[config.mk]
export PLATFORM = sky130hd
export DESIGN_NAME = etapa_mem_wb_param
export DESIGN_NICKNAME = d
export VERILOG_FILES = /design/src/rtl/mem_wb_pkg.sv /design/src/rtl/alineador_carga.sv /design/src/rtl/etapa_mem_wb_param.sv
export SDC_FILE = /design/constraint.sdc
export NUM_CORES = 1
export LEC_CHECK = 0
export CAP_MARGIN = 30
export CORE_ASPECT_RATIO = 1.75
export CORE_MARGIN = 2
export CORE_UTILIZATION = 35
export DETAILED_ROUTE_END_ITERATION = 8
export PLACE_DENSITY = 0.61
export SKIP_CTS_REPAIR_TIMING = 1
export SLEW_MARGIN = 20
export SYNTH_ARGS = -nofsm -noshare
export SYNTH_HDL_FRONTEND = slang
export SYNTH_SLANG_ARGS = --single-unit
[constraint.sdc]
create_clock -name clk -period 5.5 [get_ports clk]
set_input_delay 1.1 -clock clk [delete_from_list [all_inputs] [get_ports clk]]
set_output_delay 1.1 -clock clk [all_outputs]
set_load 0.03 [all_outputs]
[src/rtl/mem_wb_pkg.sv]
// Shared definitions for the MEM/WB stage: load-size codes, the occupancy
// encoding of the two-entry skid buffer and the payload held in each entry.
package mem_wb_pkg;

    // Load access sizes as carried by tamano_carga_entrada
    localparam logic [1:0] TAM_BYTE     = 2'b00;
    localparam logic [1:0] TAM_MEDIA    = 2'b01;
    localparam logic [1:0] TAM_PALABRA  = 2'b10;
    localparam logic [1:0] TAM_COMPLETO = 2'b11;

    // Payload fields are sized for the widest legal configuration; narrower
    // builds keep the unused upper bits at zero
    localparam int ANCHO_DATOS_MAX = 64;
    localparam int ANCHO_REG_MAX   = 8;

    // Occupancy of the stage: empty, main entry only, main plus skid entry
    typedef enum logic [1:0] {
        VACIO = 2'd0,
        UNO   = 2'd1,
        LLENO = 2'd2
    } estado_e;

    // One buffered writeback: final value, destination and write enable
    // (the enable already folds in the rd != 0 test)
    typedef struct packed {
        logic [ANCHO_DATOS_MAX-1:0] dato;
        logic [ANCHO_REG_MAX-1:0]   rd;
        logic                       escribe;
    } carga_util_t;

endpackage

[src/rtl/alineador_carga.sv]
// Load-lane extractor: picks the byte/half/word lane addressed by the low
// address bits (aligned down to the access size) and sign- or zero-extends
// it to the full datapath width.
module alineador_carga
    import mem_wb_pkg::*;
#(
    parameter int ANCHO_DATOS = 32,
    localparam int ANCHO_DESP = $clog2(ANCHO_DATOS / 8)
) (
    input  logic [ANCHO_DATOS-1:0] dato_i,
    input  logic [ANCHO_DESP-1:0]  desplazamiento_i,
    input  logic [1:0]             tamano_i,
    input  logic                   sin_signo_i,
    output logic [ANCHO_DATOS-1:0] extendido_o
);

    localparam logic [ANCHO_DATOS-1:0] UNOS = '1;

    logic [ANCHO_DESP-1:0]  desp;
    logic [ANCHO_DATOS-1:0] mascara;
    logic [ANCHO_DATOS-1:0] desplazado;
    logic                   signo;

    // Align the offset, shift the lane down to bit 0, then mask and extend;
    // the full-width size uses offset 0 and an all-ones mask, so on a 32-bit
    // datapath it naturally degenerates to the word case
    always_comb begin
        desp    = desplazamiento_i;
        mascara = UNOS;
        signo   = 1'b0;
        case (tamano_i)
            TAM_BYTE: begin
                mascara = UNOS >> (ANCHO_DATOS - 8);
            end
            TAM_MEDIA: begin
                desp[0] = 1'b0;
                mascara = UNOS >> (ANCHO_DATOS - 16);
            end
            TAM_PALABRA: begin
                desp[1:0] = 2'b00;
                mascara   = UNOS >> (ANCHO_DATOS - 32);
            end
            default: begin
                desp    = '0;
                mascara = UNOS;
            end
        endcase
        desplazado = dato_i >> {desp, 3'b000};
        case (tamano_i)
            TAM_BYTE:    signo = desplazado[7];
            TAM_MEDIA:   signo = desplazado[15];
            TAM_PALABRA: signo = desplazado[31];
            default:     signo = 1'b0;
        endcase
        extendido_o = (desplazado & mascara) |
                      ((!sin_signo_i && signo) ? ~mascara : '0);
    end

endmodule

[src/rtl/etapa_mem_wb_param.sv]
// MEM/WB pipeline stage with a two-entry skid buffer and registered upstream
// ready. The writeback value (load extraction + source mux) is computed at
// accept time and stored, so the outputs come straight from a register.
// Optional stall/bubble counters are enabled with MEM_WB_CONTADORES_EN.
module etapa_mem_wb_param
    import mem_wb_pkg::*;
#(
    parameter int ANCHO_DATOS = 32,
    parameter int ANCHO_REG   = 5
) (
    input  logic                   clk,
    input  logic                   reinicio_n,
    input  logic                   valido_entrada,
    output logic                   listo_entrada,
    input  logic                   vaciado,
    input  logic [ANCHO_DATOS-1:0] resultado_alu_entrada,
    input  logic [ANCHO_DATOS-1:0] dato_mem_entrada,
    input  logic [ANCHO_REG-1:0]   registro_destino_entrada,
    input  logic                   escribe_reg_entrada,
    input  logic                   mem_a_reg_entrada,
    input  logic [1:0]             tamano_carga_entrada,
    input  logic                   carga_sin_signo_entrada,
    output logic                   valido_salida,
    input  logic                   listo_salida,
    output logic [ANCHO_DATOS-1:0] dato_escritura_salida,
    output logic [ANCHO_REG-1:0]   registro_destino_salida,
    output logic                   escribe_reg_salida
`ifdef MEM_WB_CONTADORES_EN
    ,
    output logic [31:0]            ciclos_bloqueo,
    output logic [31:0]            ciclos_burbuja
`else
`endif
);

    localparam int BYTES_DATO = ANCHO_DATOS / 8;
    localparam int ANCHO_DESP = $clog2(BYTES_DATO);

    estado_e     estado_q, estado_d;
    carga_util_t principal_q, principal_d;
    carga_util_t skid_q, skid_d;
    carga_util_t nuevo;
    logic        listo_q;
    logic [ANCHO_DATOS-1:0] dato_carga;
    logic        acepta;
    logic        envia;

    alineador_carga #(
        .ANCHO_DATOS(ANCHO_DATOS)
    ) u_alineador (
        .dato_i          (dato_mem_entrada),
        .desplazamiento_i(resultado_alu_entrada[ANCHO_DESP-1:0]),
        .tamano_i        (tamano_carga_entrada),
        .sin_signo_i     (carga_sin_signo_entrada),
        .extendido_o     (dato_carga)
    );

    assign acepta = valido_entrada & listo_q;
    assign envia  = valido_salida & listo_salida;

    // Build the entry that would be stored if the incoming payload is accepted
    always_comb begin
        nuevo                          = '0;
        nuevo.dato[ANCHO_DATOS-1:0]    = mem_a_reg_entrada ? dato_carga : resultado_alu_entrada;
        nuevo.rd[ANCHO_REG-1:0]        = registro_destino_entrada;
        nuevo.escribe                  = escribe_reg_entrada & (registro_destino_entrada != '0);
    end

    // Occupancy next state; flush overrides any accept or send
    always_comb begin
        estado_d = estado_q;
        if (vaciado) begin
            estado_d = VACIO;
        end else begin
            case (estado_q)
                VACIO: if (acepta) estado_d = UNO;
                UNO: begin
                    if (acepta && !envia)      estado_d = LLENO;
                    else if (!acepta && envia) estado_d = VACIO;
                end
                LLENO: if (envia) estado_d = UNO;
                default: estado_d = VACIO;
            endcase
        end
    end

    // Entry updates; entries that are not written keep their old contents so
    // the outputs hold their last value while the stage is empty
    always_comb begin
        principal_d = principal_q;
        skid_d      = skid_q;
        if (!vaciado) begin
            case (estado_q)
                VACIO: if (acepta) principal_d = nuevo;
                UNO: begin
                    if (acepta && envia) principal_d = nuevo;
                    else if (acepta)     skid_d      = nuevo;
                end
                LLENO: if (envia) principal_d = skid_q;
                default: ;
            endcase
        end
    end

    // State, entries and registered upstream ready
    always_ff @(posedge clk or negedge reinicio_n) begin
        if (!reinicio_n) begin
            estado_q    <= VACIO;
            listo_q     <= 1'b0;
            principal_q <= '0;
            skid_q      <= '0;
        end else begin
            estado_q    <= estado_d;
            listo_q     <= (estado_d != LLENO);
            principal_q <= principal_d;
            skid_q      <= skid_d;
        end
    end

    // Outputs come directly from the main entry
    always_comb begin
        valido_salida           = (estado_q != VACIO);
        listo_entrada           = listo_q;
        dato_escritura_salida   = principal_q.dato[ANCHO_DATOS-1:0];
        registro_destino_salida = principal_q.rd[ANCHO_REG-1:0];
        escribe_reg_salida      = valido_salida & principal_q.escribe;
    end

`ifdef MEM_WB_CONTADORES_EN
    logic [31:0] bloqueo_q;
    logic [31:0] burbuja_q;

    // Saturating stall and bubble counters, cleared by reset and flush
    always_ff @(posedge clk or negedge reinicio_n) begin
        if (!reinicio_n) begin
            bloqueo_q <= '0;
            burbuja_q <= '0;
        end else if (vaciado) begin
            bloqueo_q <= '0;
            burbuja_q <= '0;
        end else begin
            if (valido_salida && !listo_salida && (bloqueo_q != 32'hFFFF_FFFF))
                bloqueo_q <= bloqueo_q + 32'd1;
            if (!valido_salida && (burbuja_q != 32'hFFFF_FFFF))
                burbuja_q <= burbuja_q + 32'd1;
        end
    end

    assign ciclos_bloqueo = bloqueo_q;
    assign ciclos_burbuja = burbuja_q;
`else
`endif

endmodule

== After elaboration in Yosys (flattened, before gate mapping) ==
Cells that the tools add are included.

* Eq/ne operators: 8
* Shifts and indexed selects: 1
* Muxes and demuxes: 16
* Bitwise operators: 9
* Reductions and logical operators: 15

{| class="wikitable"
|+ Operator list
! kind !! count
|-
| two-way mux 41 bit || 3
|-
| case mux 41 bit (3 select lines) || 1
|-
| two-way mux 32 bit || 2
|-
| case mux 32 bit (2 select lines) || 1
|-
| bitwise AND 32 bit || 1
|-
| NOT 32 bit || 1
|-
| bitwise OR 32 bit || 1
|-
| right shift 32 x 5 -> 32 bit || 1
|-
| two-way mux 2 bit || 5
|-
| != test 2 bit, second input constant || 4
|-
| case mux 2 bit (3 select lines) || 1
|-
| AND reduction 5 bit || 1
|-
| nonzero test 5 bit || 1
|-
| bitwise AND 1 bit || 4
|-
| equality test 2 x 1 -> 1 bit, second input constant || 2
|-
| equality test 2 bit, second input constant || 2
|-
| logical AND 1 bit || 4
|-
| zero test 2 bit || 2
|-
| AND reduction 4 bit || 1
|-
| zero test 1 bit || 3
|-
| case mux 1 bit (3 select lines) || 1
|-
| nonzero test 3 bit || 1
|-
| two-way mux 1 bit || 2
|-
| NOT 1 bit || 2
|-
| 2 further kinds || 2
|}

* Bits in registers: 79

== Logic depth before layout (Yosys ltp) ==
Gate-level depths: netlist of run 1.

* Depth in word-level cells: 11
* Depth in mapped cells: 8
* Depth with buffers taken out: 5

== By module ==
A second synthesis of run 1 with hierarchy kept.

* Cell total of the unflattened synthesis: 507
* Area, all modules: 4590.7 µm²

{| class="wikitable"
|+ By module, submodules not included
! module !! times used !! cells each !! area an instance (µm²)
|-
| etapa_mem_wb_param || 1 || 410 || 3849.9
|-
| alineador_carga || 1 || 97 || 740.7
|}

== Least setup slack after synthesis of run 1 ==
No wires, ideal clock.

* Kind: input port to flip-flop
* From: input resultado_alu_entrada[1]
* To: register principal_q (netlist bit dato_escritura_salida[23])
* Library setup time: 135 ps
* Arrival time: 2421 ps
* Required time: 5365 ps
* Setup slack: 2945 ps
* Cell stages on the path: 7
* Cells stage by stage: buf_4 > mux2_2 > a32oi_2 > a32oi_4 > buf_6 > o22ai_1 > o22ai_1

* Longest elaborated chain between the ends: 9

{| class="wikitable"
|+ Ends and longest elaborated chain
! element !! RTL line !! source
|-
| start, declared || etapa_mem_wb_param.sv:16 || <nowiki>input logic [ANCHO_DATOS-1:0] resultado_alu_entrada,</nowiki>
|-
| two-way mux 1 bit * || alineador_carga.sv:31 || <nowiki>case (tamano_i)</nowiki>
|-
| right shift 32 x 5 -> 32 bit * || alineador_carga.sv:48 || <nowiki>desplazado = dato_i >> {desp, 3'b000};</nowiki>
|-
| case mux 1 bit (3 select lines) || alineador_carga.sv:49 || <nowiki>case (tamano_i)</nowiki>
|-
| logical AND 1 bit || alineador_carga.sv:56 || <nowiki>((!sin_signo_i && signo) ? ~mascara : '0);</nowiki>
|-
| two-way mux 32 bit || alineador_carga.sv:56 ||
|-
| bitwise OR 32 bit * || alineador_carga.sv:55 || <nowiki>extendido_o = (desplazado & mascara) |</nowiki>
|-
| two-way mux 32 bit * || etapa_mem_wb_param.sv:64 || <nowiki>nuevo.dato[ANCHO_DATOS-1:0] = mem_a_reg_entrada ? dato_carga : resultado_alu_entrada;</nowiki>
|-
| two-way mux 41 bit, on equally long branches || etapa_mem_wb_param.sv:96, etapa_mem_wb_param.sv:94 ||
|-
| case mux 41 bit (3 select lines) * || etapa_mem_wb_param.sv:93 || <nowiki>case (estado_q)</nowiki>
|-
| end signal, assigned || etapa_mem_wb_param.sv:115 || <nowiki>principal_q <= principal_d;</nowiki>
|-
| end, declared || etapa_mem_wb_param.sv:40 || <nowiki>carga_util_t principal_q, principal_d;</nowiki>
|}

Mark *: on every way between the ends. The rest lies on a longest branch, timed or not. The select of a mux whose other input is x is not followed.
A chain may end at the register's enable or synchronous reset.

== Worst setup path after layout of run 1 ==
* From: input resultado_alu_entrada[1]
* To: register principal_q (netlist bit dato_escritura_salida[31])

Same word-level chain as after synthesis.

==> results of run 1 <==
worst max-delay path: stages:
cell	delay, ps
sky130_fd_sc_hd__clkdlybuf4s50_1	700
sky130_fd_sc_hd__nor2b_1	640
sky130_fd_sc_hd__a32oi_2	270
sky130_fd_sc_hd__a32oi_4	620
sky130_fd_sc_hd__o22ai_1	230
sky130_fd_sc_hd__o22ai_1	220
cell families (layout without fill, tap and decap cells):
group	after synthesis	in the layout
compound gates	155	155
simple gates	185	185
flops	79	79
buf+inv	85	152
mux	12	12
metrics by stage:
step / power [W] / worst slack, ps / cells
2_1_floorplan: 0.001230 / 2945 / 516
3_3_place_gp: 0.001400 / 1783 / 736
3_5_place_dp: 0.001424 / 1671 / 737
4_1_cts: 0.002072 / 1990 / 753
5_1_grt: 0.002152 / 1818 / 754
6_report: 0.002054 / 1951 / 754
per-layer routing:
metal | vias to the layer above | track usage
met5 | - | 0
met4 | 0 | 0.09524
met3 | 29 | 0.03575
met2 | 159 | 0.3440
met1 | 2002 | 0.2499
li1 | 1952 | -
layout make-up:
class                           instances  share of cell area
Multi-Input combinational cell        352              0.3607
Sequential cell                        79              0.3324
Inverter                               10            0.006310
Clock inverter                          6             0.01409
Tap cell                              171             0.03597
Clock buffer                           10             0.04018
Timing Repair Buffer                  126              0.2103
power by group:
group	switching (W)	internal (W)
Clock	0.000237	0.000408
Combinational	0.000331	0.000272
Sequential	0.0000819	0.000724
state kept, by name, indices dropped and copies added, names as in the netlist:
| register | cells |
|---|---|
| registro_destino_salida | 5 |
| dato_escritura_salida | 32 |
| skid_q | 38 |
| estado_q | 2 |
| listo_entrada | 1 |
| principal_q | 1 |
worst min path at each step:
| stage | startpoint | endpoint | slack [ps] | depth (start not counted) |
|---|---|---|---|---|
| after floorplan | skid_q[25] | skid_q[25] | 440 | 2 |
| after global placement | skid_q[26] | skid_q[26] | 450 | 2 |
| after detailed placement | skid_q[39] | skid_q[39] | 460 | 2 |
| after CTS | skid_q[39] | skid_q[39] | 470 | 2 |
| after global routing | skid_q[39] | skid_q[39] | 490 | 2 |
| final | skid_q[39] | skid_q[39] | 470 | 2 |
synth_stat cells, types with 2 or more instances:
cell type | n | area share
sky130_fd_sc_hd__dfrtp_1 | 79 | 0.43
sky130_fd_sc_hd__nand2_1 | 50 | 0.041
sky130_fd_sc_hd__nor2_1 | 45 | 0.037
sky130_fd_sc_hd__buf_4 | 40 | 0.065
sky130_fd_sc_hd__a21oi_1 | 34 | 0.037
sky130_fd_sc_hd__o31ai_1 | 30 | 0.049
sky130_fd_sc_hd__nor2b_1 | 19 | 0.026
sky130_fd_sc_hd__a22oi_1 | 16 | 0.026
sky130_fd_sc_hd__and2_1 | 16 | 0.022
sky130_fd_sc_hd__clkbuf_1 | 16 | 0.013
sky130_fd_sc_hd__o22ai_1 | 16 | 0.022
sky130_fd_sc_hd__or3_1 | 16 | 0.022
sky130_fd_sc_hd__buf_2 | 13 | 0.014
sky130_fd_sc_hd__o21ai_0 | 11 | 0.012
sky130_fd_sc_hd__nand3_1 | 10 | 0.011
sky130_fd_sc_hd__inv_1 | 9 | 0.0073
sky130_fd_sc_hd__a22o_1 | 8 | 0.015
sky130_fd_sc_hd__nand4_1 | 8 | 0.011
sky130_fd_sc_hd__o21ai_1 | 8 | 0.0087
sky130_fd_sc_hd__nor3_1 | 7 | 0.0076
sky130_fd_sc_hd__a221oi_1 | 6 | 0.011
sky130_fd_sc_hd__mux2_2 | 6 | 0.015
sky130_fd_sc_hd__mux2i_1 | 6 | 0.013
sky130_fd_sc_hd__o32a_1 | 6 | 0.013
sky130_fd_sc_hd__a31oi_1 | 5 | 0.0068
sky130_fd_sc_hd__buf_1 | 4 | 0.0033
sky130_fd_sc_hd__and3_1 | 3 | 0.0041
sky130_fd_sc_hd__a21o_1 | 2 | 0.0033
sky130_fd_sc_hd__a21oi_2 | 2 | 0.0038
sky130_fd_sc_hd__a31oi_2 | 2 | 0.0054
sky130_fd_sc_hd__buf_6 | 2 | 0.0049
sky130_fd_sc_hd__nand2b_1 | 2 | 0.0027
sky130_fd_sc_hd__o211ai_1 | 2 | 0.0033
sky130_fd_sc_hd__or4_1 | 2 | 0.0033
==> results.txt, run 1 <==
- Reg-to-Reg Start: estado_q[1]
- Worst Setup EP: dato_escritura_salida[31]
- Largest net degree at the start of global routing: 73
- Yosys printed 0 warnings.
- Critical register-to-register path endpoint: dato_escritura_salida[21]
* Number of nets in the final layout: 657
* Slew at the pin with the worst max-slew slack: 740.7 ps
* Most frequent standard cell in the layout excluding fill and tap cells: sky130_fd_sc_hd__clkdlybuf4s50_1
- Critical Path End Type: flop
* Clk sinks: 79
- 119 I/O pins were placed.
- Accumulated negative setup slack: 0 ps
- Final slew viol count: 0
- Summing all multi-input logic gate instances after layout gives 2146 um2.
- In the final layout, the share of cells above drive strength 1 is 0.07376.
* Clock period minus final worst setup slack: 3549 ps
- TritonCTS clock tree: built
* Outcome: finished, final reports clean
* Async set-or-reset flop fraction in the synthesized netlist: 1.000
- Met3 WL post-DR: 702 um
- The total count of hold-check failures in the final report was 0.
- The tool flagged a number of max-cap violations equal to 0.
- Final weighted congestion in routability-driven placement: 0.8499
- Initial Utilization: 0.3584
- Of the total synthesized cell area, the portion taken by full adders, half adders and majority gates is 0.
* Met1 wire length: 5601 um
- HPWL after detailed placement: 10360 um
* Peak VDD IR: 185.4 uV
* Clock transition at the register clock pins on the worst setup and hold paths after CTS: 60 ps
- Unrepaired setup endpoints after global routing: no
* Worst reg-to-reg setup slack: 3210 ps
- Clock tree skew after final layout: 4.721 ps
- Antenna violations before repair: 0
- Tracing the worst setup path back leads to its startpoint at resultado_alu_entrada[1].
- Longest Clk Path Bufs: 2
- Gate Count Post-Synth: 516
- Final core area utilization: 0.4622
- The critical path is of the input pin to flop type.
- Number of synthesized register bits: 79
* Synth Area per Inst: 8.938 um2
- Mux share of post-synthesis cell area: 0.02767
- Static power due to leakage: 2.449 nW
- The tree is rooted in a sky130_fd_sc_hd__clkbuf_16.
* DIE AREA: 14150 um2
- The number of different library cells used by synthesis comes to 49.
* Metal2 WL: 7361 um
* Ratio of total power to cell area: 345.4 nW/um2
* Wire length of the first global-routing pass: 22560 um
- Vias in the first global route: 4254
- Mapped cell area: 4612 um2
- Average vias per placed instance: 5.493
* Row cnt: 55
- Area share of xor/xnor cells in the synthesized design: 0
* Final setup vio count: 0
- The finished cells cover 5948 um2.
- The worst setup path is launched from an input pin.
* Headroom to the max-slew limit: 0.5062
- Period Utilization, post-route: 0.6452
* Total CTS buffers: 9
- R2R depth: 6
- The area growth from synthesis to layout is 28.97%.
* H-tree depth: 3
* WHS: 471.4 ps
- The routed layout has 4142 vias.
- Maximum net fanout on the critical path: 16
- For this run, the register share of the synthesized area comes to 0.4286.
- Dominant combinational cell family by area after synthesis: compound AO/OA/AOI/OAI gates
* Number of buffers added on ports: 118
* Clock latency of the later-clocked register in the worst-skew pair: 330 ps
- After detailed routing, the average wire length per cell comes to 18.75 um.
- Global route overflow: 0
- Aggregate routed wire length: 14140 um
* Total global-route track usage: 0.2027
* Count of flip-flops with a built-in enable after synthesis: 0
* Number of antenna diodes: 0
* Worst path required time: 5740 ps
* Std-Cell Core Area: 12870 um2
* Overall die width: 90.78 um
- The layout has 1255 filler cells.
- Data arrival, critical path: 3790 ps
- In this run the remaining antenna-violating nets after routing total 0.
- Final routed DRC violation total: 0
- Summing all flip-flop and latch instances after layout gives 1977 um2.
- Commonest cells after routing, fill and taps aside: sky130_fd_sc_hd__clkdlybuf4s50_1 (117), sky130_fd_sc_hd__dfrtp_1 (79), sky130_fd_sc_hd__nand2_1 (50)
* Class of the tightest hold or removal check: flop to flop
- Most frequently used flop master after synthesis: sky130_fd_sc_hd__dfrtp_1
- Post-place instance area: 5618 um2
- The pre-antenna-repair detailed-routing pass consisted of 4 iterations.
* Die height: 155.9 um
- Simple-gate share of the synthesized area: 0.2002
- Post-Synthesis Net Count: 595
* Maximum operating frequency: 0.2818 GHz
- The synthesized-area fraction occupied by ao, oa, aoi and oai cells is 0.2349.
- The detailed router finished its first iteration with 316 violations.
* Uppermost layer routed: met4
(Power assumes the default switching activity.)
==> inputs of run 2 (changes only) <==
clock period = 3.6 ns   (was 5.5 ns; I/O delays follow)
==> results.txt, run 2 (synthesis results as in run 1) <==
- The final layout contains routed wiring with a total length of 14490 um.
* DIE AREA: 14150 um2
* R2R depth: 4
* Average vias per placed instance: 5.495
- The first global-routing pass estimated 22320 um of wire.
* Unrepaired setup endpoints after global routing: no
- Kind of cell adding the most delay to the critical path: simple AND/OR/NAND/NOR gates
* Overall die width: 90.78 um
- After the last flow step, the layout net total stands at 661.
- Along the worst path, the maximum fanout reaches 23.
* HPWL after detailed placement: 10770 um
* Number of buffers added on ports: 118
- The worst setup path is of the input pin to flop kind.
- After detailed placement, the design holds a cell count of 742.
* Ratio of total power to cell area: 535.3 nW/um2
- Once layout is complete, the utilization of the core stands at 0.4666.
* Largest reg by FF count: skid_q
* Max stage delay cell, worst path: sky130_fd_sc_hd__or4_1
- Leaving out fill and tap cells, the most frequent cells in the layout are sky130_fd_sc_hd__clkdlybuf4s50_1 (117), sky130_fd_sc_hd__dfrtp_1 (79), sky130_fd_sc_hd__nand2_1 (50).
- In the final routed layout, each cell accounts on average for 19.11 um.
- TritonCTS built the clock tree.
- Data arrival, critical path: 3230 ps
- Clock period minus final worst setup slack: 2964 ps
- In this run the deepest clock path goes through 2 buffers.
* Startpoint Class: input pin
- For the worst setup path, the data required time is 3860 ps.
- STA classifies the critical path endpoint as a flop.
- In this run the vertical extent of the chip is 155.9 um.
- At the end of routability-driven placement, the weighted congestion stood at 0.9176.
- Total CTS buffers: 9
- I/O pin count: 119
* Global route overflow: 0
- The register with the most flip-flops in the layout has 38 of them.
- The flow ran to the end, and the final reports show no timing, DRC or antenna violations.
- The count of final max-slew check failures was 0.
- The floorplan has 55 rows.
- Clock tree skew after final layout: 5.610 ps
* Ordered cell list for the critical path: clkdlybuf4s50_1 -> nor2b_1 -> or4_1 -> nor2_1 -> a22oi_1 -> nand4_1
* Largest net degree at the start of global routing: 72
* Headroom to the max-slew limit: 0.4807
- Dividing the final minimum period by the clock period gives 0.8232.
- Clock transition at the register clock pins on the worst setup and hold paths after CTS: 60 ps
- Slowest Stage Delay on Critical Path: 800 ps
- The finished layout holds 758 standard cells, fillers aside.
- Max-cap violations in this run came to 0.
- Initial Utilization: 0.3584
- Setup violations remaining at the end of the flow were counted as 0.
- The via count of the first global-routing pass is 4072.
- Setup total negative slack on the finished layout was measured at 0 ps.
- Vias after detailed routing: 4165
- Layout overhead on the synthesized area: 30.20%
* Drt initial violations: 301
- Final routed DRC violation total: 0
* Crit path buffers/inverters: 1
* Antenna violations before repair: 0
- The repair_antennas step left the layout with diodes totalling 0.
- Across every metal layer, demand over resource in global routing totals 0.2024.
- The total count of hold-check failures in the final report is 0.
* Peak VDD IR: 249.7 uV
- The library cell used most frequently in the layout, excluding fill and tap cells, is sky130_fd_sc_hd__clkdlybuf4s50_1.
- Clock root buffer: sky130_fd_sc_hd__clkbuf_16
* Maximum operating frequency: 0.3374 GHz
* Path length in cells of the critical path: 6
- For this design, the sink count on the clock tree is 79.
- Std-Cell Core Area: 12870 um2
* Proportion of layout cells with a drive suffix above 1: 0.07666
* Static power due to leakage: 2.478 nW
- H-tree depth: 3
* Slew at the pin with the worst max-slew slack: 779.0 ps
- The detail route stage leaves a number of antenna-violating nets equal to 0.
- Pre-CTS WS: 314.2 ps
- The pre-antenna-repair detailed-routing pass consisted of 5 iterations.
- Once routing completed, OpenROAD measured the worst setup slack at 636.4 ps.
- Clock latency of the later-clocked register in the worst-skew pair: 330 ps
- Class of the tightest hold or removal check: input pin to asynchronous set/reset pin
[run 2: power breakdown]
| part | switching [W] | internal [W] | leakage [nW] |
|---|---|---|---|
| Combinational | 0.000506 | 0.000420 | 1.34 |
| Sequential | 0.000130 | 0.00111 | 0.965 |
| Clock | 0.000353 | 0.000698 | 0.170 |
| Total | 0.000990 | 0.00222 | 2.48 |
[run 2: path summary, 6_finish.rpt]
check	endpoint	slack, ps	start
max in group asynchronous	skid_q[15]	2720	reinicio_n
setup / recovery	dato_escritura_salida[10]	640	listo_salida
setup reg to reg	dato_escritura_salida[10]	1170	estado_q[1]
min in group clk	skid_q[39]	470	skid_q[39]
hold / removal	estado_q[1]	290	reinicio_n
hold reg to reg	skid_q[39]	470	skid_q[39]
[run 2: worst register-to-register path, delay by kind of cell, from the launching register on]
family / cells / cell delay (ps)
AOI/OAI and AO/OA: 1 / 170
DFF: 1 / 460
and+or+nand+nor: 3 / 1740
[run 2: routing by layer]
metal  vias up  part of all wire  GRT usage  routed length (um)
met4         0             0.041     0.1025                 600
li1       1955                 -          -                   -
met2       191              0.50     0.3440                7253
met5         -                 0          0                   0
met1      1987              0.39     0.2485                5635
met3        32             0.069    0.03140                 999
[run 2: layout make-up]
type / count / area (um2)
inverters: 10 / 37.54
clock inverters: 5 / 103.9
fillers: 1239 / 6864
clock buffers: 11 / 242.7
repair buffers: 130 / 1289
well taps: 171 / 214.0
multi-input cells: 352 / 2141
flip-flops and latches: 79 / 1977
[run 2: stage by stage]
| stage | hold WS (ps) | area (um2) | total power [W] |
|---|---|---|---|
| final | 286.5 | 6005 | 0.003214 |
| after global routing | 296.3 | 6005 | 0.003372 |
| after CTS | 283.7 | 6005 | 0.003243 |
| after detailed placement | 458.6 | 5658 | 0.002182 |
| after global placement | 450.7 | 5630 | 0.002152 |
| after floorplan | 424.4 | 4612 | 0.001879 |
